### config.mk
export PLATFORM = sky130hd
export DESIGN_NAME = hazard_scheduler
export DESIGN_NICKNAME = d
export VERILOG_FILES = /design/src/rtl/hazard_scheduler_pkg.sv /design/src/rtl/hazard_scheduler_forward_select.sv /design/src/rtl/hazard_scheduler.sv
export SDC_FILE = /design/constraint.sdc
export NUM_CORES = 1
export LEC_CHECK = 0
export ABC_AREA = 1
export CORE_ASPECT_RATIO = 1.2
export CORE_UTILIZATION = 50
export CTS_BUF_LIST = sky130_fd_sc_hd__clkbuf_4
export CTS_CLUSTER_DIAMETER = 40
export DETAILED_ROUTE_END_ITERATION = 16
export HOLD_SLACK_MARGIN = 0.15
export PLACE_DENSITY = 0.83
export RECOVER_POWER = 100
export SYNTH_ARGS = -nofsm -noshare
export SYNTH_HDL_FRONTEND = slang
export SYNTH_HIERARCHICAL = 1
export SYNTH_SLANG_ARGS = --single-unit
### constraint.sdc
create_clock -name clk -period 2.25 [get_ports clk]
set_clock_uncertainty 0.05 [all_clocks]
set_input_delay 0.45 -clock clk [delete_from_list [all_inputs] [get_ports clk]]
set_output_delay 0.45 -clock clk [all_outputs]
set_load 0.1 [all_outputs]
### src/rtl/hazard_scheduler_pkg.sv
// Shared definitions for the hazard scheduler.
//   state_e     : sequencer state (RUN / MEM_WAIT)
//   FWD_*       : operand forwarding-select codes
//   src_hit()   : "this decode source is in use and names that register"
package hazard_scheduler_pkg;

    typedef enum logic {
        RUN      = 1'b0,
        MEM_WAIT = 1'b1
    } state_e;

    localparam logic [1:0] FWD_RF  = 2'b00;  // register file
    localparam logic [1:0] FWD_MEM = 2'b01;  // MEM-stage ALU result
    localparam logic [1:0] FWD_WB  = 2'b10;  // WB-stage value

    function automatic logic src_hit(input logic [3:0] src,
                                     input logic       used,
                                     input logic [3:0] dest);
        return used && (src == dest);
    endfunction

endpackage

### src/rtl/hazard_scheduler_forward_select.sv
// Per-operand forwarding mux select. Purely combinational.
//   fwd_en              : forwarding globally enabled
//   exe_src             : operand source register latched in ID/EX
//   mem_dest/mem_wb_en  : MEM-stage producer
//   wb_dest/wb_wb_en    : WB-stage producer
//   sel                 : FWD_RF / FWD_MEM / FWD_WB
module forward_select
    import hazard_scheduler_pkg::*;
(
    input  logic       fwd_en,
    input  logic [3:0] exe_src,
    input  logic [3:0] mem_dest,
    input  logic       mem_wb_en,
    input  logic [3:0] wb_dest,
    input  logic       wb_wb_en,
    output logic [1:0] sel
);

    // MEM is the younger producer, so it wins over WB.
    always_comb begin
        sel = FWD_RF;
        if (fwd_en) begin
            if (mem_wb_en && (exe_src == mem_dest))
                sel = FWD_MEM;
            else if (wb_wb_en && (exe_src == wb_dest))
                sel = FWD_WB;
        end
    end

endmodule

### src/rtl/hazard_scheduler.sv
// Pipeline sequencer for the 5-stage core: decode bubble (hazard), operand
// forwarding selects, branch flushes and whole-pipe freeze on slow data
// memory accesses, with a memory-wait timeout and a stall-cycle counter.
//   clk, rst                 : clock, async active-low reset
//   fwd_en                   : forwarding enable
//   id_*                     : decode-stage sources and usage flags
//   exe_*                    : execute-stage sources/dest/controls/branch
//   mem_*, wb_*              : later-stage producers, memory handshake
//   hazard                   : insert bubble in decode
//   freeze_all               : hold all pipeline registers and PC
//   flush_if_id, flush_id_ex : clear front-end registers
//   sel_src1, sel_src2       : forwarding selects
//   mem_err                  : sticky memory timeout
//   stall_cnt                : saturating stalled-cycle count
module hazard_scheduler
    import hazard_scheduler_pkg::*;
#(
    parameter int TIMEOUT_W = 8,
    parameter int TIMEOUT   = 200,
    parameter int CNT_W     = 16
) (
    input  logic             clk,
    input  logic             rst,
    input  logic             fwd_en,
    input  logic [3:0]       id_src1,
    input  logic [3:0]       id_src2,
    input  logic             id_two_src,
    input  logic             id_use_src1,
    input  logic [3:0]       exe_src1,
    input  logic [3:0]       exe_src2,
    input  logic [3:0]       exe_dest,
    input  logic             exe_wb_en,
    input  logic             exe_mem_r_en,
    input  logic             exe_branch,
    input  logic [3:0]       mem_dest,
    input  logic             mem_wb_en,
    input  logic             mem_req,
    input  logic             mem_ready,
    input  logic [3:0]       wb_dest,
    input  logic             wb_wb_en,
    output logic             hazard,
    output logic             freeze_all,
    output logic             flush_if_id,
    output logic             flush_id_ex,
    output logic [1:0]       sel_src1,
    output logic [1:0]       sel_src2,
    output logic             mem_err,
    output logic [CNT_W-1:0] stall_cnt
);

    localparam logic [TIMEOUT_W-1:0] TIMER_LAST = TIMEOUT_W'(TIMEOUT - 1);
    localparam logic [CNT_W-1:0]     CNT_MAX    = {CNT_W{1'b1}};

    state_e               state, state_nxt;
    logic [TIMEOUT_W-1:0] timer, timer_nxt;
    logic                 err_set;

    // ---------------- memory-wait FSM ----------------
    always_ff @(posedge clk or negedge rst) begin
        if (!rst) begin
            state   <= RUN;
            timer   <= '0;
            mem_err <= 1'b0;
        end else begin
            state <= state_nxt;
            timer <= timer_nxt;
            if (err_set)
                mem_err <= 1'b1;
        end
    end

    // Freeze is combinational so the very first cycle of a slow access is
    // already held; the cycle mem_ready rises runs normally.
    always_comb begin
        state_nxt  = state;
        timer_nxt  = timer;
        err_set    = 1'b0;
        freeze_all = 1'b0;
        case (state)
            RUN: begin
                if (mem_req && !mem_ready) begin
                    freeze_all = 1'b1;
                    state_nxt  = MEM_WAIT;
                    timer_nxt  = '0;
                end
            end
            MEM_WAIT: begin
                freeze_all = !mem_ready;
                if (mem_ready) begin
                    state_nxt = RUN;
                end else if (timer == TIMER_LAST) begin
                    // Abort: release the pipe and flag the error.
                    state_nxt = RUN;
                    err_set   = 1'b1;
                end else begin
                    timer_nxt = timer + TIMEOUT_W'(1);
                end
            end
            default: state_nxt = RUN;
        endcase
    end

    // ---------------- decode hazard ----------------
    logic hit_exe, hit_mem, hazard_raw;

    assign hit_exe = src_hit(id_src1, id_use_src1, exe_dest) |
                     src_hit(id_src2, id_two_src,  exe_dest);
    assign hit_mem = src_hit(id_src1, id_use_src1, mem_dest) |
                     src_hit(id_src2, id_two_src,  mem_dest);

    // Without forwarding any in-flight writer blocks decode; with it only a
    // load in EXE does (its data is not available until after MEM).
    assign hazard_raw = fwd_en ? (hit_exe & exe_mem_r_en)
                               : ((hit_exe & exe_wb_en) | (hit_mem & mem_wb_en));

    // Freeze beats branch beats hazard. A branch held in a frozen ID/EX
    // flushes on the first unfrozen cycle.
    assign hazard      = hazard_raw & !freeze_all & !exe_branch;
    assign flush_if_id = exe_branch & !freeze_all;
    assign flush_id_ex = exe_branch & !freeze_all;

    // ---------------- forwarding ----------------
    forward_select u_fwd1 (
        .fwd_en    (fwd_en),
        .exe_src   (exe_src1),
        .mem_dest  (mem_dest),
        .mem_wb_en (mem_wb_en),
        .wb_dest   (wb_dest),
        .wb_wb_en  (wb_wb_en),
        .sel       (sel_src1)
    );

    forward_select u_fwd2 (
        .fwd_en    (fwd_en),
        .exe_src   (exe_src2),
        .mem_dest  (mem_dest),
        .mem_wb_en (mem_wb_en),
        .wb_dest   (wb_dest),
        .wb_wb_en  (wb_wb_en),
        .sel       (sel_src2)
    );

    // ---------------- stall counter ----------------
    always_ff @(posedge clk or negedge rst) begin
        if (!rst)
            stall_cnt <= '0;
        else if ((freeze_all || hazard) && (stall_cnt != CNT_MAX))
            stall_cnt <= stall_cnt + CNT_W'(1);
    end

endmodule

==> impl_metrics.prom, run 1 <==
# TYPE chip_impl_metric gauge
chip_impl_metric{name="globalRouteTotalUtil",unit=""} 0.252
chip_impl_metric{name="fin_setup_tns",unit="ps"} 0
chip_impl_metric{name="netlist_instances",unit=""} 375
chip_impl_metric{name="pwr_density_cell",unit="nW/µm²"} 512
chip_impl_metric{name="synth_seq_area_share",unit=""} 0.282
chip_impl_info{name="mostFrequentLayoutCells",value="132 x sky130_fd_sc_hd__nand2_1, 59 x sky130_fd_sc_hd__inv_1, 34 x sky130_fd_sc_hd__nor2_1"} 1
chip_impl_info{name="clock_tree_from_tritoncts",value="done"} 1
chip_impl_metric{name="finish.utilization",unit=""} 0.705
chip_impl_metric{name="finalWorstSetupSlack",unit="ps"} 61.7
chip_impl_metric{name="via_count",unit=""} 2485
chip_impl_info{name="setup.worst_path.class",value="in -> out"} 1
chip_impl_metric{name="avgViaCountPerCell",unit=""} 4.91
chip_impl_metric{name="ys_seq_elements",unit=""} 26
chip_impl_metric{name="max_clock_freq",unit="MHz"} 457
chip_impl_metric{name="detailedPlacementHpwl",unit="mm"} 4.51
chip_impl_metric{name="htreeDepth",unit=""} 1
chip_impl_metric{name="share_seq_of_total_power",unit=""} 0.373
chip_impl_metric{name="maximum_buffer_depth_of_the_clock_tree",unit=""} 2
chip_impl_metric{name="gp_congestion",unit=""} 0.919
chip_impl_metric{name="place_area",unit="µm²"} 3130
chip_impl_metric{name="p_int",unit="µW"} 793
chip_impl_info{name="grt_setup_unrepaired",value="false"} 1
chip_impl_metric{name="power_switching_share",unit=""} 0.496
chip_impl_metric{name="critPathArrivalTime",unit="ps"} 1690
chip_impl_metric{name="worst_ep_required_time",unit="ps"} 1750
chip_impl_metric{name="detail_route.wirelength",unit="mm"} 5.69
chip_impl_metric{name="clkSinkCount",unit=""} 26
chip_impl_metric{name="die-area",unit="µm²"} 4900
chip_impl_metric{name="grt_overflow",unit=""} 0
chip_impl_metric{name="post_route_minimum_period",unit="ps"} 2190
chip_impl_info{name="outcome",value="completed"} 1
chip_impl_info{name="synth_top_flop_cell",value="sky130_fd_sc_hd__dfrtp_1"} 1
chip_impl_metric{name="leakage",unit="µW"} 0.00178
chip_impl_metric{name="boundaryPins",unit=""} 65
chip_impl_metric{name="synthToLayoutAreaGrowth",unit="%"} 33.0
chip_impl_metric{name="max_slew.worst_pin.slew",unit="ps"} 1360
chip_impl_metric{name="finalSetupViolations",unit=""} 0
chip_impl_metric{name="clk-insertion-delay-late",unit="ps"} 320
chip_impl_metric{name="final_instance_area",unit="µm²"} 3070
chip_impl_metric{name="finalMaxSlewViolations",unit=""} 0
chip_impl_metric{name="synth-async-reset-ratio",unit=""} 1.00
chip_impl_metric{name="rows",unit=""} 26
chip_impl_metric{name="clock_power_share",unit=""} 0.127
chip_impl_info{name="root_buffer",value="sky130_fd_sc_hd__clkbuf_4"} 1
chip_impl_metric{name="drt_first_pass_iters",unit=""} 4
chip_impl_metric{name="first_global_vias",unit=""} 2505
chip_impl_metric{name="buffer_ports.inserted",unit=""} 64
chip_impl_metric{name="detail_route.wl_per_cell",unit="µm"} 11.2
chip_impl_metric{name="cts-buffers-inserted",unit=""} 3
chip_impl_metric{name="synth.cell_area",unit="µm²"} 2310
chip_impl_metric{name="die_w",unit="µm"} 64.1
chip_impl_metric{name="drt_iter0_drc",unit=""} 115
chip_impl_metric{name="timing.final.crit_share",unit=""} 0.973
chip_impl_metric{name="timing.final.hold_violations",unit=""} 0
chip_impl_metric{name="initial_core_util",unit=""} 0.530
chip_impl_metric{name="synth_warnings",unit=""} 6
chip_impl_metric{name="ant_nets",unit=""} 0
chip_impl_metric{name="path_clk_slew",unit="ps"} 130
chip_impl_metric{name="power.total",unit="µW"} 1570
chip_impl_metric{name="vdd_drop_max",unit="V"} 0.00124
chip_impl_metric{name="grt_pass1_wl",unit="mm"} 10.2
chip_impl_metric{name="max_cap_violations",unit=""} 0
chip_impl_metric{name="synth_enable_flop_cells",unit=""} 0
chip_impl_metric{name="post_route_cells_drive_above_1_share",unit=""} 0.156
chip_impl_metric{name="avgSynthCellArea",unit="µm²"} 6.16
chip_impl_metric{name="maxSlewHeadroom",unit=""} 0.0928
chip_impl_metric{name="critical_path_peak_fanout",unit=""} 3
chip_impl_metric{name="largest_net_degree_at_the_start_of_global_routing",unit=""} 27
chip_impl_info{name="nature_of_the_critical_path_endpoint",value="output port"} 1
chip_impl_metric{name="unique_cell_type_count_in_the_yosys_netlist",unit=""} 33
chip_impl_metric{name="netSwitchingPower",unit="µW"} 781
chip_impl_info{name="most_common_cell_after_layout_fill_and_taps_aside",value="sky130_fd_sc_hd__nand2_1"} 1
chip_impl_metric{name="detailedPlace.worstSlack",unit="ps"} -140
chip_impl_metric{name="route.detailed.drc",unit=""} 0
chip_impl_metric{name="core_area",unit="µm²"} 4360
chip_impl_metric{name="power_frac_comb",unit=""} 0.499
chip_impl_metric{name="mappedNetlistNets",unit=""} 417
chip_impl_info{name="hold_class",value="reg -> reg"} 1
chip_impl_info{name="startpoint_type",value="primary input"} 1
chip_impl_metric{name="antenna_found_initial",unit=""} 0
chip_impl_metric{name="antenna-diode-count",unit=""} 0
chip_impl_metric{name="die_h",unit="µm"} 76.5
chip_impl_metric{name="design.final.nets",unit=""} 493
chip_impl_metric{name="fillers",unit=""} 400
synth_stat cells (all sizes together) (2+ instances only):
cell type  number  area (µm²)
a21oi           7        46.3
buf             5        52.5
dfrtp          26         651
ha              2        25.0
inv            68         255
nand2         135         519
nand3          32         165
nand4           7        43.8
nor2           45         184
nor3           12        70.1
nor3b           3        38.8
o21ai           5        25.0
o31ai           3        22.5
xnor2           6        52.6
xor2           13         114
what timing repair did:
| action | CTS | global route |
|---|---|---|
| endpoints found under the hold margin | 0 | 0 |
| resized for setup | 19 | 18 |
| pin swaps | 0 | 7 |
| hold buffers | 0 | 0 |
| buffers inserted | 1 | 0 |
| endpoints found under the setup margin | 5 | 5 |
critical path: stages:
cell                              delay (ps)
sky130_fd_sc_hd__clkdlybuf4s50_1         460
sky130_fd_sc_hd__nor3b_4                 210
sky130_fd_sc_hd__nor2_2                   90
sky130_fd_sc_hd__inv_4                    90
sky130_fd_sc_hd__nor2_4                   30
sky130_fd_sc_hd__nand2_2                  90
sky130_fd_sc_hd__clkinvlp_4              100
sky130_fd_sc_hd__buf_12                  170
kinds of logic (layout without fill, tap and decap cells):
family          count (synthesis)  count (layout)  synth area share
flops                          26              26             0.282
simple gates                  237             237             0.450
buf+inv                        73             148             0.133
xor+xnor                       19              19            0.0720
compound gates                 17              17            0.0471
fa+ha+maj                       2               2            0.0108
mux                             1               1           0.00487
power by group through the flow:
stage                     combinational, µW  sequential [µW]  clock, µW
after CTS                               830              587        204
after global routing                    850              600        215
after detailed placement                837              593          0
after global placement                  823              594          0
after floorplan                         318              850          0
final                                   786              587        200
metal layers:
layer | GRT usage | up-vias | part of all wire
met4 | 0.0614 | 0 | 0.0090
li1 | - | 1293 | -
met5 | 0 | - | 0
met2 | 0.486 | 71 | 0.51
met3 | 0.0150 | 4 | 0.043
met1 | 0.295 | 1117 | 0.44
registers in the layout, summed over array words and instances (netlist names):
name / count
stall_cnt: 16
mem_err: 1
timer: 8
state: 1
worst paths after layout:
path	startpoint	to	slack (ps)	cells past startpoint
min	mem_err	mem_err	440	1
max	mem_req	hazard	60	8
max reg2reg	timer[0]	timer[3]	300	9
min in group asynchronous	rst	stall_cnt[11]	830	2
max in group asynchronous	rst	state	430	2
min reg2reg	mem_err	mem_err	440	1
per-stage QoR:
| stage | cells | hold WS [ps] |
|---|---|---|
| after global routing | 506 | 473 |
| after global placement | 501 | 394 |
| after detailed placement | 501 | 413 |
| after floorplan | 375 | 104 |
| final | 506 | 439 |
| after CTS | 506 | 437 |
area by class of cell:
class / instances / area (µm²) / area share
Multi-Input combinational cell: 276 / 1370 / 0.446
Timing Repair Buffer: 76 / 692 / 0.225
Sequential cell: 26 / 653 / 0.213
Inverter: 68 / 262 / 0.0851
Tap cell: 56 / 70.1 / 0.0228
Clock buffer: 3 / 22.5 / 0.00733
Clock inverter: 1 / 3.75 / 0.00122
No activity file was read; power rests on OpenSTA's default activity.
==> inputs of run 2 (changes only) <==
==> constraint.sdc (replaced) <==
create_clock -name clk -period 2.25 [get_ports clk]
set_clock_uncertainty 0.05 [all_clocks]
set_input_delay 0.3375 -clock clk [delete_from_list [all_inputs] [get_ports clk]]
set_output_delay 0.3375 -clock clk [all_outputs]
set_load 0.1 [all_outputs]
==> run 2 against run 1 <==
Fmax is 2.7% higher. Flip-flop and latch count did not move. Combinational power decreased by 0.8%. Sequential power is essentially flat. Die area stayed put. Via count is 1.2% lower. First-iteration DRC count grew 17%. Register-to-register slack better by 20 ps. Clock power about the same. Cell count down 0.79%. Critical endpoint is now flush_id_ex. Largest power group unchanged. Critical path depth fell by 2.
==> impl_metrics.prom, run 2 (synthesis results as in run 1) <==
# TYPE chip_impl_metric gauge
chip_impl_info{name="outcome",value="completed"} 1
chip_impl_info{name="crit_slowest_cell",value="sky130_fd_sc_hd__dlygate4sd3_1"} 1
chip_impl_metric{name="power_switching_share",unit=""} 0.495
chip_impl_metric{name="route.detailed.drc",unit=""} 0
chip_impl_metric{name="htreeDepth",unit=""} 1
chip_impl_metric{name="p_int",unit="µW"} 794
chip_impl_metric{name="grt_pass1_wl",unit="mm"} 9.96
chip_impl_metric{name="timing.final.hold_violations",unit=""} 0
chip_impl_metric{name="grt_overflow",unit=""} 0
chip_impl_metric{name="cts-buffers-inserted",unit=""} 3
chip_impl_metric{name="largest_net_degree_at_the_start_of_global_routing",unit=""} 27
chip_impl_info{name="most_common_cell_after_layout_fill_and_taps_aside",value="sky130_fd_sc_hd__nand2_1"} 1
chip_impl_metric{name="design.final.nets",unit=""} 489
chip_impl_metric{name="gp_congestion",unit=""} 0.902
chip_impl_metric{name="worst_ep_required_time",unit="ps"} 1860
chip_impl_metric{name="path_clk_slew",unit="ps"} 130
chip_impl_metric{name="vdd_drop_max",unit="V"} 0.000928
chip_impl_metric{name="avgViaCountPerCell",unit=""} 4.89
chip_impl_metric{name="share_seq_of_total_power",unit=""} 0.375
chip_impl_info{name="hold_class",value="reg -> reg"} 1
chip_impl_info{name="grt_setup_unrepaired",value="false"} 1
chip_impl_info{name="reg.largest.list",value="stall_cnt x16, timer x8"} 1
chip_impl_metric{name="fillers",unit=""} 400
chip_impl_metric{name="critical-path-max-stage-delay",unit="ps"} 650
chip_impl_metric{name="critPathBufInv",unit=""} 3
chip_impl_info{name="top_cell_family_by_delay_on_the_critical_path",value="buffers and inverters"} 1
chip_impl_metric{name="die_w",unit="µm"} 64.1
chip_impl_metric{name="detail_route.wirelength",unit="mm"} 5.63
chip_impl_metric{name="finalSetupViolations",unit=""} 0
chip_impl_info{name="nature_of_the_critical_path_endpoint",value="output port"} 1
chip_impl_metric{name="max_clock_freq",unit="MHz"} 469
chip_impl_info{name="root_buffer",value="sky130_fd_sc_hd__clkbuf_4"} 1
chip_impl_metric{name="netSwitchingPower",unit="µW"} 778
chip_impl_info{name="startpoint_type",value="primary input"} 1
chip_impl_metric{name="core_area",unit="µm²"} 4360
chip_impl_metric{name="rows",unit=""} 26
chip_impl_metric{name="drt_first_pass_iters",unit=""} 4
chip_impl_metric{name="boundaryPins",unit=""} 65
chip_impl_metric{name="die_h",unit="µm"} 76.5
chip_impl_metric{name="post_route_cells_drive_above_1_share",unit=""} 0.130
chip_impl_metric{name="detail_route.wl_per_cell",unit="µm"} 11.2
chip_impl_metric{name="detailedPlacementHpwl",unit="mm"} 4.39
chip_impl_metric{name="drt_iter0_drc",unit=""} 135
chip_impl_metric{name="critPathArrivalTime",unit="ps"} 1740
chip_impl_metric{name="maximum_buffer_depth_of_the_clock_tree",unit=""} 2
chip_impl_metric{name="leakage",unit="µW"} 0.00166
chip_impl_metric{name="clock_power_share",unit=""} 0.129
chip_impl_metric{name="clkSinkCount",unit=""} 26
chip_impl_metric{name="ant_nets",unit=""} 0
chip_impl_info{name="clock_tree_from_tritoncts",value="done"} 1
chip_impl_metric{name="die-area",unit="µm²"} 4900
chip_impl_info{name="largest-register",value="stall_cnt"} 1
chip_impl_info{name="mostFrequentLayoutCells",value="134 x sky130_fd_sc_hd__nand2_1, 62 x sky130_fd_sc_hd__inv_1, 36 x sky130_fd_sc_hd__nor2_1"} 1
chip_impl_metric{name="antenna_found_initial",unit=""} 0
chip_impl_metric{name="initial_core_util",unit=""} 0.530
chip_impl_metric{name="pwr_density_cell",unit="nW/µm²"} 521
chip_impl_info{name="setup.worst_path.class",value="in -> out"} 1
chip_impl_metric{name="synthToLayoutAreaGrowth",unit="%"} 30.5
chip_impl_metric{name="critical_path_peak_fanout",unit=""} 3
chip_impl_metric{name="power_frac_comb",unit=""} 0.496
chip_impl_metric{name="via_count",unit=""} 2456
chip_impl_metric{name="fin_setup_tns",unit="ps"} 0
chip_impl_metric{name="globalRouteTotalUtil",unit=""} 0.248
chip_impl_metric{name="clk-insertion-delay-late",unit="ps"} 320
chip_impl_metric{name="timing.final.crit_share",unit=""} 0.947
chip_impl_info{name="crit_top_cell",value="sky130_fd_sc_hd__nor2_4"} 1
chip_impl_metric{name="max_cap_violations",unit=""} 0
chip_impl_metric{name="maxSlewHeadroom",unit=""} 0.0902
chip_impl_metric{name="buffer_ports.inserted",unit=""} 64
chip_impl_metric{name="post_route_minimum_period",unit="ps"} 2130
chip_impl_metric{name="antenna-diode-count",unit=""} 0
chip_impl_metric{name="power.total",unit="µW"} 1570
chip_impl_metric{name="number_of_flip_flops_in_the_largest_register",unit=""} 16
chip_impl_metric{name="first_global_vias",unit=""} 2420
chip_impl_info{name="crit_path_cell_trace",value="dlygate4sd3_1 > nor2_4 > nor2_2 > inv_2 > nor2_4 > buf_4"} 1
chip_impl_metric{name="max_slew.worst_pin.slew",unit="ps"} 1360
chip_impl_metric{name="finish.utilization",unit=""} 0.692
chip_impl_metric{name="finalMaxSlewViolations",unit=""} 0
run 2: layer usage:
metal	part of all wire	track usage	vias to the layer above
met5	0	0	-
met4	0.018	0.105	0
met3	0.061	0.0225	10
met2	0.49	0.459	74
met1	0.43	0.282	1079
li1	-	-	1293
run 2: power groups by stage:
stage	Sequential (µW)	Combinational (µW)	Clock (µW)
6_report	589	780	203
4_1_cts	588	831	210
2_1_floorplan	850	318	0
3_3_place_gp	594	815	0
5_1_grt	597	840	220
3_5_place_dp	597	828	0
run 2: final cells by class:
| cell class | count | area [µm²] | area share |
|---|---|---|---|
| well taps | 56 | 70.1 | 0.0232 |
| inverters | 68 | 255 | 0.0846 |
| flip-flops and latches | 26 | 652 | 0.216 |
| clock buffers | 3 | 22.5 | 0.00747 |
| repair buffers | 72 | 653 | 0.217 |
| clock inverters | 1 | 3.75 | 0.00124 |
| multi-input cells | 276 | 1360 | 0.451 |
run 2: what timing repair did:
action | 4_1_cts | 5_1_grt
hold buffers | 0 | 0
buffers inserted | 0 | 0
resized for setup | 0 | 5
endpoints found under the hold margin | 0 | 0
endpoints found under the setup margin | 0 | 2
run 2: worst paths after layout:
check,startpoint,to,slack (ps),depth (start not counted)
setup / recovery,mem_ready,flush_id_ex,120,6
min in group asynchronous,rst,stall_cnt[5],780,2
max in group asynchronous,rst,stall_cnt[5],490,2
hold / removal,mem_err,mem_err,430,1
hold reg to reg,mem_err,mem_err,430,1
setup reg to reg,timer[0],timer[3],320,9
run 2: metrics by stage:
| step | hold slack [ps] | cells | setup slack [ps] | instance area, µm² |
|---|---|---|---|---|
| 4_1_cts | 313 | 502 | 76.7 | 3120 |
| 6_report | 427 | 502 | 119 | 3020 |
| 2_1_floorplan | -8.09 | 375 | 4.84 | 2330 |
| 5_1_grt | 448 | 502 | 14.5 | 3020 |
| 3_5_place_dp | 400 | 498 | 88.5 | 3100 |
| 3_3_place_gp | 397 | 498 | 118 | 3100 |
